**src/rtl/mod_sub_pipe.sv**
```systemverilog
// Two-stage pipelined modular subtractor r = (a - b) mod Q with valid/ready handshakes.
// Stage 1 forms the raw difference through a Kogge-Stone borrow network; stage 2 folds a borrow back by adding Q.
module mod_sub_pipe #(
  parameter int WIDTH = 12,
  parameter int Q     = 3329,
  parameter int TAGW  = 4
) (
  input  logic             clk,
  input  logic             rst,
  input  logic             in_valid,
  output logic             in_ready,
  input  logic [WIDTH-1:0] a,
  input  logic [WIDTH-1:0] b,
  input  logic [TAGW-1:0]  in_tag,
  output logic             out_valid,
  input  logic             out_ready,
  output logic [WIDTH-1:0] r,
  output logic [TAGW-1:0]  out_tag,
  output logic             out_err
);

  localparam int LEVELS = $clog2(WIDTH);
  localparam logic [WIDTH-1:0] Q_W = WIDTH'(Q);

  logic             adv;
  logic             accept;
  logic [WIDTH-1:0] g;
  logic [WIDTH-1:0] p;
  logic [WIDTH-1:0] g_nxt;
  logic [WIDTH-1:0] p_nxt;
  logic [WIDTH-1:0] bor;
  logic [WIDTH:0]   diff;

  logic             s1_valid;
  logic [WIDTH:0]   s1_d;
  logic [TAGW-1:0]  s1_tag;
  logic             s1_err;
  logic             s2_valid;

  // Every register moves together; the only stall source is a held result at the output.
  assign adv       = ~s2_valid | out_ready;
  assign in_ready  = adv;
  assign accept    = in_valid & adv;
  assign out_valid = s2_valid;

  // After the last level, g[i] is the borrow out of bit i (borrow-in is zero).
  always_comb begin
    g     = ~a & b;
    p     = ~(a ^ b);
    g_nxt = g;
    p_nxt = p;
    for (int k = 0; k < LEVELS; k++) begin
      g_nxt = g;
      p_nxt = p;
      for (int i = (1 << k); i < WIDTH; i++) begin
        g_nxt[i] = g[i] | (p[i] & g[i-(1<<k)]);
        p_nxt[i] = p[i] & p[i-(1<<k)];
      end
      g = g_nxt;
      p = p_nxt;
    end
    bor  = g;
    diff = {bor[WIDTH-1], a ^ b ^ {bor[WIDTH-2:0], 1'b0}};
  end

  always_ff @(posedge clk or posedge rst) begin
    if (rst) begin
      s1_valid <= 1'b0;
      s1_d     <= '0;
      s1_tag   <= '0;
      s1_err   <= 1'b0;
    end else if (adv) begin
      s1_valid <= in_valid;
      if (accept) begin
        s1_d   <= diff;
        s1_tag <= in_tag;
        s1_err <= (a >= Q_W) | (b >= Q_W);
      end
    end
  end

  // A borrow means the raw difference wrapped below zero, so add Q back modulo 2**WIDTH.
  always_ff @(posedge clk or posedge rst) begin
    if (rst) begin
      s2_valid <= 1'b0;
      r        <= '0;
      out_tag  <= '0;
      out_err  <= 1'b0;
    end else if (adv) begin
      s2_valid <= s1_valid;
      r        <= s1_d[WIDTH] ? (s1_d[WIDTH-1:0] + Q_W) : s1_d[WIDTH-1:0];
      out_tag  <= s1_tag;
      out_err  <= s1_err;
    end
  end

endmodule

```
**config.mk**
```make
export PLATFORM = sky130hd
export DESIGN_NAME = mod_sub_pipe
export DESIGN_NICKNAME = d
export VERILOG_FILES = /design/src/rtl/mod_sub_pipe.sv
export SDC_FILE = /design/constraint.sdc
export NUM_CORES = 1
export LEC_CHECK = 0
export ABC_AREA = 1
export CAP_MARGIN = 30
export CORE_ASPECT_RATIO = 1.1
export CORE_MARGIN = 8
export CORE_UTILIZATION = 29
export DETAILED_ROUTE_END_ITERATION = 10
export DONT_BUFFER_PORTS = 1
export HOLD_SLACK_MARGIN = 0.03
export SLEW_MARGIN = 20
export SYNTH_ARGS = -nofsm -noshare
export SYNTH_HDL_FRONTEND = slang
export SYNTH_SLANG_ARGS = --single-unit
```
**constraint.sdc**
```tcl
create_clock -name clk -period 3.1 [get_ports clk]
set_input_delay 0.62 -clock clk [delete_from_list [all_inputs] [get_ports clk]]
set_output_delay 0.62 -clock clk [all_outputs]
set_load 0.1 [all_outputs]
```
Yosys cells after proc, flatten, opt, wreduce, memory -nomap -nowiden
Index checks and enable logic that the tools add are counted.
{ "word_totals": {"ramBits": 0, "memories": 0, "reg_bits": 37, "latchBits": 0, "in_bits": 32, "rom_bits": 0, "word_cells": 110} }
{ "op_classes": {"n_bitwise": 97, "shift": 0, "n_div": 0, "addsub": 1, "eq_ne": 0, "n_reduce_logical": 1, "mux": 1, "mul": 0, "n_lt_le_gt_ge": 2} }
{ "op_table": {"columns": ["op", "n"], "rows": [
  ["1-bit bitwise AND", 56],
  ["1-bit bitwise OR", 35],
  ["12-bit >= comparator, second input constant", 2],
  ["12-bit NOT", 2],
  ["12-bit XOR", 2],
  ["12-bit adder, second input constant", 1],
  ["12-bit bitwise AND", 1],
  ["12-bit two-way mux", 1],
  ["2-bit AND reduction", 1],
  ["1-bit NOT", 1]
]} }

Logic depth before layout (Yosys ltp)
Gate-level depths: netlist (run 1).
{ "depth": {"word_depth": 10, "depth_mapped": 12, "depth_no_buf": 12} }

Worst setup path before layout (run 1)
Ideal clock, no wire load.
{ "synth_timing": {"path_kind": "register -> output", "startpoint": "register s2_valid, in the netlist out_valid", "endpoint": "output port in_ready", "required_ns": 2.480, "path_slack_ns": 0.844, "n_path_buf": 1, "path_stages_with_launch": 5, "arrival_time_ns": 1.636, "path_cell_list": "dfrtp_1 inv_1 nor2_4 inv_4 buf_2"} }
{ "synth_via": {"elab_chain_len": 2} }
{ "synth_lines": {"columns": ["element", "line_no", "rtl"], "rows": [
  ["from (decl)", "38", "logic s2_valid;"],
  ["from (signal assigned)", "90", "s2_valid <= s1_valid;"],
  ["1-bit NOT", "41", "assign adv = ~s2_valid | out_ready;"],
  ["1-bit bitwise OR", "41", null],
  ["to (decl)", "11", "output logic in_ready,"]
]} }
Every way passes these cells.

Final worst setup path (run 1)
{ "layout_timing": {"startpoint": "register s2_valid, in the netlist out_valid", "endpoint": "register s1_err"} }
{ "layout_via": {"elab_chain_len": 4} }
{ "layout_lines": {"columns": ["element", "line_no", "rtl"], "rows": [
  ["1-bit NOT *", "41", null],
  ["1-bit bitwise OR *", "41", null],
  ["via in_ready", "11", null],
  ["1-bit bitwise AND", "43", "assign accept = in_valid & adv;"],
  ["2-bit AND reduction (no source line) *", null, null],
  ["to (signal assigned)", "77", "s1_err <= (a >= Q_W) | (b >= Q_W);"],
  ["to (decl)", "37", "logic s1_err;"]
]} }
The timed path passes the listed nets; every way through them passes the cells marked *.
A chain may end at the register's enable or synchronous reset.

==> reports/summary.txt, run 1 <==
Number of slew-limit violations in the final report -> 0
Ratio of final minimum period to clock period -> 65.8%
H-tree lvl count -> 2
Total die area -> 11,700 um^2
Count of inserted antenna diode cells -> 0
Most used cell along the critical path -> sky130_fd_sc_hd__nor2_1
Clock tree from TritonCTS -> done
PortBufs -> 0
Status -> complete, no violations
Number of design rule violations left after detail routing -> 0
Total power -> 1.91 mW
Initial Utilization -> 29.5%
Io pins -> 51
Core area -> 8320 um^2
Total wire length after detailed routing -> 5610 um
Transition time at the pin with the least slew margin -> 925 ps
Crit path max fanout -> 22
Residual overflow from global routing -> 0
Fraction of layout instances using a drive strength above 1 -> 6.50%
Sort of element at the end of the critical path -> flip-flop
Tightest Hold Check Type -> input pin to asynchronous set/reset pin
Sinks on the clock net -> 37
Pre-antenna DRT Iters -> 4
Pleak -> 1.43 nW
Most common cell after layout, fill and taps aside -> sky130_fd_sc_hd__nand2_1
Fin Setup TNS -> 0 ps
Final RePlAce weighted congestion -> 0.873
Number of antenna violations at the first check in global routing -> 0
Cell chain of the critical path -> buf_4 -> inv_1 -> nor2_4 -> inv_4 -> nand2_4 -> inv_2 -> nand3_1 -> nor2_1 -> nor2_1
Cts hold-fix bufs -> 0
Category of the most critical setup path -> flip-flop to flip-flop
Number of setup violations in the final report -> 0
Setup repair bufs after CTS -> 0
Relative slew slack -> 38.3%
Wire length of the first global-routing pass -> 9800 um
Count of synthesis-stage warnings from yosys -> 0
Fin nets -> 400
Register area -> 926 um^2
Filler cell count -> 932
Slowest stage cell, crit path -> sky130_fd_sc_hd__dfrtp_1
Max Root-Sink Buffers -> 2
Type of origin of the critical path -> flip-flop
Global routing usage summed across all routing layers -> 9.99%
Syn_nets -> 397
Number of vias per cell -> 4.40
Num rows -> 35
DPL Wire Length -> 4540 um
Share of the yosys chip area belonging to registers -> 37.8%
Clock latency on the worst-skew pair -> 290 ps
Synth Area per Inst -> 6.99 um^2
Number of failing hold endpoints at the final stage -> 0
Power density over the cells -> 718 nW/um^2
Data arrival time of the worst path -> 2220 ps
Post-cts sizing count -> 0
Area added between synthesis and finish -> 8.16%
Final worst path period need -> 2040 ps
Setup Skew -> 4.06 ps
Source of the worst register-to-register timing path -> out_valid
Buf+Inv Stages, Crit Path -> 4
Setup repair after global routing missed its margin -> no
Commonest cells after routing, fill and taps aside -> 128 x sky130_fd_sc_hd__nand2_1, 49 x sky130_fd_sc_hd__inv_1, 37 x sky130_fd_sc_hd__dfrtp_1
Final routed wire length divided by cell count -> 12.1 um
Maximum number of pins on one net before global-route repair -> 38
Peak ir drop on the vdd network -> 0.170 mV
Fmax achieved -> 490 MHz
Total CTS buffers -> 5
Post-synthesis sequential element count -> 37
R2R cell count -> 9
Gate count after technology mapping -> 351
Reg-to-reg endpoint -> s1_err
Iteration-0 DRC Markers -> 69
Reg-to-reg slack, setup -> 1060 ps
Max-cap violations -> 0
Area of the multi-input gates -> 1280 um^2
Required time of the critical path -> 3280 ps
Vert. Die Dim -> 112 um
Number of nets with antenna violations after routing -> 0
Kind of cell with the highest combined delay on the critical path -> buffers and inverters
Cell area after synthesis -> 2450 um^2
Via count of the routed design -> 2,045
Biggest cell delay along the critical path -> 360 ps
Number of distinct library cells after synthesis -> 29
Clock transition at the register clock pins on the worst setup and hold paths after CTS -> 70 ps
Die Wd -> 104 um
Vias in the first global route -> 2,133
Clock root buffer master -> sky130_fd_sc_hd__clkbuf_8
==> metrics by stage <==
step / utilization [%] / instance area (um^2) / std cells / worst slack, ps / hold slack [ps]
2_1_floorplan: - / 2450 / 351 / 844 / 420
3_3_place_gp: 30.8 / 2570 / 458 / 1030 / 443
3_5_place_dp: 30.8 / 2570 / 458 / 988 / 450
4_1_cts: 31.9 / 2650 / 465 / 1040 / 332
5_1_grt: 31.9 / 2650 / 465 / 889 / 363
6_report: 31.9 / 2650 / 465 / 1060 / 311
==> synthesized netlist by cell type, drive strengths merged <==
master / number / share of area [%]
o31ai: 1 / 0.31
nand2: 132 / 21
a21o: 1 / 0.31
nand3b: 3 / 0.92
inv: 51 / 7.9
xnor2: 1 / 0.36
dfrtp: 37 / 38
buf: 7 / 1.9
ha: 13 / 6.6
a31oi: 5 / 1.3
a21oi: 11 / 2.2
nand4: 6 / 1.5
xor2: 5 / 1.8
nand3: 28 / 5.9
nor3: 1 / 0.20
or2: 2 / 0.51
o21ai: 11 / 2.4
fa: 1 / 0.82
nor2: 35 / 6.2
==> worst reg2reg max path, stage by stage, from the launching register on <==
cell,delay [ps]
sky130_fd_sc_hd__dfrtp_1,360
sky130_fd_sc_hd__buf_4,230
sky130_fd_sc_hd__inv_1,130
sky130_fd_sc_hd__nor2_4,50
sky130_fd_sc_hd__inv_4,320
sky130_fd_sc_hd__nand2_4,210
sky130_fd_sc_hd__inv_2,340
sky130_fd_sc_hd__nand3_1,130
sky130_fd_sc_hd__nor2_1,120
sky130_fd_sc_hd__nor2_1,50
==> state kept, by name, indices dropped and copies added (netlist names) <==
| register | cells |
|---|---|
| s1_d | 13 |
| r | 12 |
| out_tag | 4 |
| s1_tag | 4 |
| out_err | 1 |
| out_valid | 1 |
| s1_err | 1 |
| s1_valid | 1 |
==> where the power goes <==
part | internal (mW) | switching [mW] | total, mW
clock network | 0.176 | 0.156 | 0.332
registers | 0.586 | 0.591 | 1.18
logic | 0.145 | 0.251 | 0.396
==> metal layers <==
metal | global-route usage [%] | vias up | routed length, um
li1 | - | 1099 | -
met1 | 12.9 | 896 | 2780
met4 | 4.06 | 0 | 94
met2 | 15.7 | 44 | 2410
met5 | 0 | - | 0
met3 | 2.35 | 6 | 333
==> cells by family after synthesis <==
kind of cell / after synthesis / share of synthesized area, %
xor+xnor: 6 / 2.14
fa+ha+maj: 14 / 7.45
compound gates: 29 / 6.53
flops: 37 / 37.8
simple gates: 207 / 36.3
buf+inv: 58 / 9.85
==> layout make-up <==
| class | count | share of cell area, % |
|---|---|---|
| Tap cell | 111 | 5.24 |
| Timing Repair Buffer | 3 | 0.849 |
| Multi-Input combinational cell | 256 | 48.4 |
| Clock buffer | 7 | 3.25 |
| Sequential cell | 37 | 34.9 |
| Inverter | 51 | 7.31 |
==> worst max path at each step <==
stage                         start        to  slack, ps  cells past startpoint
after floorplan           out_valid  in_ready        840                      4
after global placement         a[0]   s1_d[8]       1030                     12
after detailed placement       a[0]   s1_d[8]        990                     12
after CTS                 out_valid    s1_err       1040                      9
after global routing      out_valid    s1_err        890                      9
final                     out_valid    s1_err       1060                      9
Note: power is estimated with default switching activity, not from simulation.
==> run 2: changes to the inputs <==
==> constraint.sdc (replaced) <==
create_clock -name clk -period 1.8 [get_ports clk]
set_input_delay 0.36 -clock clk [delete_from_list [all_inputs] [get_ports clk]]
set_output_delay 0.36 -clock clk [all_outputs]
set_load 0.1 [all_outputs]
==> reports/summary.txt, run 2 (synthesis results as in run 1) <==
Transition time at the pin with the least slew margin -> 461 ps
Reg-to-reg endpoint -> s1_d[12]
Setup repair after global routing missed its margin -> no
Pleak -> 1.53 nW
Via count of the routed design -> 2,172
Vert. Die Dim -> 112 um
Category of the most critical setup path -> flip-flop to output port
Clock transition at the register clock pins on the worst setup and hold paths after CTS -> 70 ps
Max reg flops -> 13
Max-cap violations -> 0
Source of the worst register-to-register timing path -> out_valid
Status -> complete, no violations
Slowest stage cell, crit path -> sky130_fd_sc_hd__dfrtp_2
H-tree lvl count -> 2
Clock latency on the worst-skew pair -> 280 ps
Die Wd -> 104 um
Number of slew-limit violations in the final report -> 0
Total power -> 3.49 mW
Launch point of the worst path -> out_valid
Cell count along the critical path -> 4
Commonest cells after routing, fill and taps aside -> 128 x sky130_fd_sc_hd__nand2_1, 49 x sky130_fd_sc_hd__inv_1, 36 x sky130_fd_sc_hd__dfrtp_1
Clock root buffer master -> sky130_fd_sc_hd__clkbuf_8
Vias in the first global route -> 2,202
Data arrival time of the worst path -> 1250 ps
Total die area -> 11,700 um^2
Power density over the cells -> 1240 nW/um^2
Setup repair bufs after CTS -> 0
Fin nets -> 422
Residual overflow from global routing -> 0
Sort of element at the end of the critical path -> output port
Final worst path period need -> 1610 ps
Global routing usage summed across all routing layers -> 9.95%
R2R cell count -> 8
Relative slew slack -> 69.3%
Post-cts sizing count -> 0
Count of inserted antenna diode cells -> 0
Sinks on the clock net -> 37
DPL Wire Length -> 4520 um
Area added between synthesis and finish -> 15.1%
Fmax achieved -> 620 MHz
Total wire length after detailed routing -> 5590 um
Core area -> 8320 um^2
Critical path destination -> in_ready
Io pins -> 51
Number of vias per cell -> 4.45
Reg-to-reg slack, setup -> 430 ps
Total CTS buffers -> 5
Initial Utilization -> 29.5%
Crit path max fanout -> 15
Number of antenna violations at the first check in global routing -> 0
Maximum number of pins on one net before global-route repair -> 38
Fin Setup TNS -> 0 ps
Cts hold-fix bufs -> 0
Buf+Inv Stages, Crit Path -> 3
Number of failing hold endpoints at the final stage -> 0
Final RePlAce weighted congestion -> 0.855
Fraction of layout instances using a drive strength above 1 -> 12.2%
Cell chain of the critical path -> inv_1 -> nor2_4 -> inv_4 -> buf_4
Setup Skew -> 5.69 ps
Biggest cell delay along the critical path -> 400 ps
Wire length of the first global-routing pass -> 9800 um
Number of nets with antenna violations after routing -> 0
PortBufs -> 0
Number of design rule violations left after detail routing -> 0
Num rows -> 35
Iteration-0 DRC Markers -> 98
Top flop regs -> s1_d x13, r x12
Peak ir drop on the vdd network -> 0.280 mV
Number of setup violations in the final report -> 0
Final routed wire length divided by cell count -> 11.5 um
Max Root-Sink Buffers -> 2
Tightest Hold Check Type -> input pin to asynchronous set/reset pin
Pre-antenna DRT Iters -> 4
Reg with most FFs -> s1_d
Most common cell after layout, fill and taps aside -> sky130_fd_sc_hd__nand2_1
Required time of the critical path -> 1440 ps
Type of origin of the critical path -> flip-flop
Ratio of final minimum period to clock period -> 89.7%
Kind of cell with the highest combined delay on the critical path -> buffers and inverters
Clock tree from TritonCTS -> done
## run 2: cell count changes in the layout (fill, tap and decap cells not counted)
cell / delta
sky130_fd_sc_hd__clkbuf_1: +1
sky130_fd_sc_hd__dfrtp_2: +1
sky130_fd_sc_hd__dfrtp_1: -1
sky130_fd_sc_hd__buf_4: +22
## run 2: worst min-delay path by stage
| stage | from | end | slack [ps] | cells past startpoint |
|---|---|---|---|---|
| floorplan | s1_valid | out_valid | 420 | 2 |
| global placement | rst | r[3] | 390 | 2 |
| detailed placement | rst | r[7] | 390 | 2 |
| CTS | rst | r[1] | 90 | 2 |
| global route | rst | r[6] | 110 | 2 |
| finish | rst | out_valid | 60 | 2 |
## run 2: worst reg2reg max path, cell delays in order, from the launching register on
cell and delay, ps:
sky130_fd_sc_hd__dfrtp_2 400, sky130_fd_sc_hd__inv_1 90, sky130_fd_sc_hd__nor2_4 50, sky130_fd_sc_hd__inv_4 50, sky130_fd_sc_hd__nand2_4 120, sky130_fd_sc_hd__inv_2 210, sky130_fd_sc_hd__buf_4 190, sky130_fd_sc_hd__nor2_1 40
sky130_fd_sc_hd__a21oi_1 140
## run 2: final cells by class
| cell class | instances | area, um^2 |
|---|---|---|
| Fill cell | 923 | 5500 |
| Multi-Input combinational cell | 256 | 1280 |
| Sequential cell | 37 | 927 |
| Inverter | 51 | 194 |
| Timing Repair Buffer | 25 | 188 |
| Tap cell | 111 | 139 |
| Clock buffer | 8 | 90.1 |
## run 2: layer usage
metal	track usage, %	share of wire (%)	vias to the layer above
met4	3.86	1.9	0
li1	-	-	1148
met2	16.4	43	51
met3	2.01	5.2	8
met1	12.4	50	965
met5	0	0	-
## run 2: report_power, final
part / internal (mW) / total [mW] / leakage, nW / switching, mW
logic: 0.401 / 1.75 / 1.05 / 1.35
registers: 1.03 / 1.16 / 0.440 / 0.132
clock network: 0.312 / 0.583 / 0.0455 / 0.271
total: 1.74 / 3.49 / 1.53 / 1.75
## run 2: through the flow
step	instances	hold slack, ps	cell area (um^2)	util [%]	worst slack (ps)
floorplan	351	420	2450	-	62.1
global placement	480	392	2730	32.8	50.9
detailed placement	480	394	2730	32.8	1.26
CTS	488	85.6	2820	33.9	173
global route	488	107	2820	33.9	76.6
finish	488	63.3	2820	33.9	186
==> run 3: changes to the inputs <==
--- a/config.mk
+++ b/config.mk
@@ -6,7 +6,6 @@
 export NUM_CORES = 1
 export LEC_CHECK = 0
 export ABC_AREA = 1
-export CAP_MARGIN = 30
 export CORE_ASPECT_RATIO = 1.1
 export CORE_MARGIN = 8
 export CORE_UTILIZATION = 29
==> results of run 3 <==
Same layout as run 2: the final DEF is identical, and so are final timing and power.
==> RTL edit 1, RTL diff (settings of run 1) <==
Change the parameter `TAGW` from 4 to 5.
--- a/src/rtl/mod_sub_pipe.sv
+++ b/src/rtl/mod_sub_pipe.sv
@@ -5,3 +5,3 @@
   parameter int Q     = 3329,
-  parameter int TAGW  = 4
+  parameter int TAGW  = 5
 ) (
Ports: changed (resized in_tag and out_tag); port bits go from 51 to 53. No check against the original RTL was run, so the function may have changed too.
==> RTL edit 1 against run 1 <==
  * Area after synthesis grew 3.9%
  * Worst setup slack lost 0.044 ns
  * Critical path type unchanged
  * Sequential cell count grew 2
  * Critical endpoint unchanged
  * Non-clock buffer count grew 2
  * Routed wire length grew 10%
  * Largest power group unchanged
  * Design area grew 5.6%
  * Combinational power grew 5.8%
  * Fmax shrank 2.1%
  * Clock power grew 11%
  * Die area grew 3.3%
  * Largest cell class unchanged
  * Power grew 6.8%
  * Global-route usage grew 0.56 points
  * Sequential share of layout area shrank 0.069 points
==> RTL edit 1: results (changes against run 1) <==
- Detailed Route Iter0 Violations: 84 (+22%)
- Slowest stage cell on the critical path: inv_2
- Routed vias: 2203 (+7.7%)
- Buffering overhead: 0.0205 (+0.0121)
- CP arrival: 2.26 ns (+0.04 ns)
- Clock buffer count: 8 (+1)
- Maximum vdd drop: 0.273 mV (+60%)
- Worst hold slack: 0.167 ns (-0.144 ns)
- CTS sink cnt: 39 (+5.4%)
- Sequential Area: 976 um^2 (+5.4%)
- Count of multi-input gates: 267 (+4.3%)
- Complex-gate fraction of the synthesized area: 0.0712 (+0.00591)
- Clock skew: 0.00573 ns (+0.00168 ns)
- GRT Util Overall: 0.106 (+0.00562)
- XOR/XNOR Fraction of Synth Area: 0.0172 (-0.00424)
- Static Leak: 1.47 nW (+3.1%)
- Synth top area cells: dfrtp_1 (38%), nand2_1 (19%), inv_1 (6.8%)
- Status: completed
- Synth top cells by count: nand2_1 (132), inv_1 (46), dfrtp_1 (39)
- Final wirelength: 6170 um (+10%)
- Yosys cell types: 31 (+6.9%)
- Area occupied by multi-input gates: 1340 um^2 (+4.5%)
- Worst Tran Pin Value: 0.939 ns (+0.0145 ns)
- Final GP Congestion: 0.844 (-3.3%)
- First-pass GRT wire length: 10400 um (+6.1%)
- Largest net degree at the start of global routing: 27 (-29%)
- Clock buf/inv share: 0.0357 (+0.00318)
- Fraction of final layout cells with drive strength greater than 1: 0.0736 (+0.00860)
- Via density: 4.58 (+4.1%)
- Non-CTS buffers: 5 (+2)
-- RTL edit 1: metal layers --
| metal | vias to the layer above | routed length [um] | track usage |
|---|---|---|---|
| met2 | 62 | 2740 | 0.174 |
| met1 | 993 | 2950 | 0.131 |
| met4 | 0 | 64 | 0.0324 |
| met3 | 4 | 422 | 0.0276 |
| li1 | 1144 | - | - |
| met5 | - | 0 | 0 |
-- RTL edit 1: through the flow --
step | setup WS [ns] | util | power [W]
2_1_floorplan | 0.840 | - | 0.00157
3_3_place_gp | 1.03 | 0.308 | 0.00167
3_5_place_dp | 0.963 | 0.308 | 0.00168
4_1_cts | 0.991 | 0.319 | 0.00205
5_1_grt | 0.868 | 0.322 | 0.00216
6_report | 1.02 | 0.322 | 0.00203
-- RTL edit 1: power by group --
group	internal [W]	switching, W
Combinational	0.000156	0.000262
Sequential	0.000617	0.000632
Clock	0.000203	0.000164
==> RTL edit 2, RTL diff (flow settings as in run 1) <==
Without the edit above. Make the reset (`rst`) synchronous in 2 clocked blocks.
--- a/src/rtl/mod_sub_pipe.sv
+++ b/src/rtl/mod_sub_pipe.sv
@@ -65,3 +65,3 @@
 
-  always_ff @(posedge clk or posedge rst) begin
+  always_ff @(posedge clk) begin
     if (rst) begin
@@ -82,3 +82,3 @@
   // A borrow means the raw difference wrapped below zero, so add Q back modulo 2**WIDTH.
-  always_ff @(posedge clk or posedge rst) begin
+  always_ff @(posedge clk) begin
     if (rst) begin
Formal check against the unedited RTL: differs if rst is asserted again (counterexample within 4 cycles, from zero or initial values and one cycle with rst high); with rst held inactive, the same outputs for 10 cycles.
==> RTL edit 2 against run 1 <==
  * Design area down 1.7%
  * Critical path type is now flip-flop to output port
  * Worst setup slack lost 0.020 ns
  * Sequential cell count unchanged
  * Fmax shrank 0.97%
  * Power is 28% lower
  * Area after synthesis fell by 1.7%
  * Routed wire length up 2.7%
  * Count of clock-buffer cells in the layout decreased by 1
  * Die area down 1.5%
==> RTL edit 2: results (changes against run 1) <==
- Post-CTS Resized: 0 (unchanged)
- Synth top cells by count: nand2_1 (72), inv_1 (63), nor2_1 (53)
- Worst min path class: primary input to flip-flop
- Cells after synthesis: 368 (+4.8%)
- Reg clk slew, reported paths: 0.07 ns (about the same)
- Slew headroom: 0.332 (-0.0516)
- Synth top area cells: dfxtp_1 (31%), nand2_1 (11%), inv_1 (9.8%)
- Max Buffers Root-to-Sink: 2 (unchanged)
- Ys flop type: dfxtp_1
- Asr flop ratio synth: 0 (-1.00)
- Max reg flops: 13 (unchanged)
- Static Leak: 1.34 nW (-6.2%)
- CP arrival: 1.44 ns (-0.78 ns)
- Number of post-CTS setup repair buffers: 0 (unchanged)
- Setup TNS: 0 ns (unchanged)
- Largest net degree at the start of global routing: 30 (-21%)
- Initial antenna violation count: 0 (unchanged)
- Avg WL per Cell: 12.1 um (-0.12%)
- Clock skew: 0.00639 ns (+0.00233 ns)
- Detailed Route Iter0 Violations: 105 (+52%)
- Commonest non-fill, non-tap cell in the layout: nand2_1
- ANT cells: 0 (unchanged)
- Largest regs: s1_d: 13 flops, r: 12 flops
- DP HPWL: 4680 um (+3.0%)
- Clk_lat worst skew: 0.29 ns (about the same)
- Fin nets: 412 (+3.0%)
- Final GP Congestion: 0.875 (+0.29%)
- Seq/Total Area, Yosys: 0.307 (-0.0702)
- CTS root buffer: clkbuf_8
- Yosys cell types: 33 (+14%)
- CTS H-tree lvls: 2 (unchanged)
- First-pass GRT wire length: 9490 um (-3.2%)
- Port Buffer Count: 0 (unchanged)
- Fraction of final layout cells with drive strength greater than 1: 0.0545 (-0.0105)
- TritonCTS Buffers: 5 (unchanged)
- Placed cells: 470 (+2.6%)
- Crit Path Max Fanout: 25 (+14%)
- GRT Util Overall: 0.103 (+0.00273)
- Yosys warning count: 0 (unchanged)
- Via density: 4.46 (+1.3%)
- DR pass1 iterations: 4 (unchanged)
- Routed vias: 2130 (+4.2%)
- Vias in the first global route: 2034 (-4.6%)
- Status: completed
- Maximum vdd drop: 0.180 mV (+5.9%)
- Top-count cell post-synth: nand2_1
RTL edit 2: path summary, 6_finish.rpt:
check,to,slack [ns],from,depth (start not counted)
worst min register to register,s1_valid,0.46,s1_valid,2
worst min-delay path,s1_valid,0.39,rst,1
worst max-delay path,in_ready,1.04,out_valid,4
worst max register to register,s1_err,1.42,out_valid,8
RTL edit 2: power breakdown:
part           internal (W)  switching [W]
clock network      0.000261       0.000169
registers          0.000517       0.000169
logic             0.0000900       0.000160
RTL edit 2: cells by family after synthesis:
kind of cell             synth area share
AND/OR/NAND/NOR                     0.297
buffers and inverters               0.134
AO/OA/AOI/OAI                       0.142
flip-flops                          0.307
adder cells (fa/ha/maj)            0.0758
XOR/XNOR                           0.0436
RTL edit 2: through the flow:
step / setup slack (ns) / hold slack (ns) / total power (W) / cell area [um^2] / util
after floorplan: 0.747 / 0.441 / 0.000895 / 2410 / -
after global routing: 0.922 / 0.369 / 0.00145 / 2610 / 0.317
final: 1.04 / 0.392 / 0.00137 / 2610 / 0.317
after global placement: 1.06 / 0.448 / 0.000942 / 2490 / 0.302
after detailed placement: 1.03 / 0.454 / 0.000947 / 2490 / 0.302
after CTS: 1.00 / 0.376 / 0.00138 / 2610 / 0.317
RTL edit 2: layer usage:
layer | wire (um) | part of all wire | GRT usage | vias up
li1 | - | - | - | 1158
met1 | 2710 | 0.47 | 0.132 | 925
met2 | 2620 | 0.45 | 0.161 | 41
met3 | 351 | 0.061 | 0.0231 | 6
met4 | 80 | 0.014 | 0.0396 | 0
met5 | 0 | 0 | 0 | -
RTL edit 2: cell type report:
| class | count | area [um^2] |
|---|---|---|
| Inverter | 65 | 246 |
| Tap cell | 111 | 139 |
| Clock inverter | 2 | 37.5 |
| Multi-Input combinational cell | 255 | 1350 |
| Timing Repair Buffer | 2 | 15.0 |
| Clock buffer | 6 | 82.6 |
| Sequential cell | 37 | 741 |
| Fill cell | 940 | 5630 |
RTL edit 2: worst max-delay path: stages (launching register included):
cell and delay, ns:
dfxtp_1 0.31, inv_1 0.08, nor2_4 0.06, inv_2 0.29
buf_4 0.40
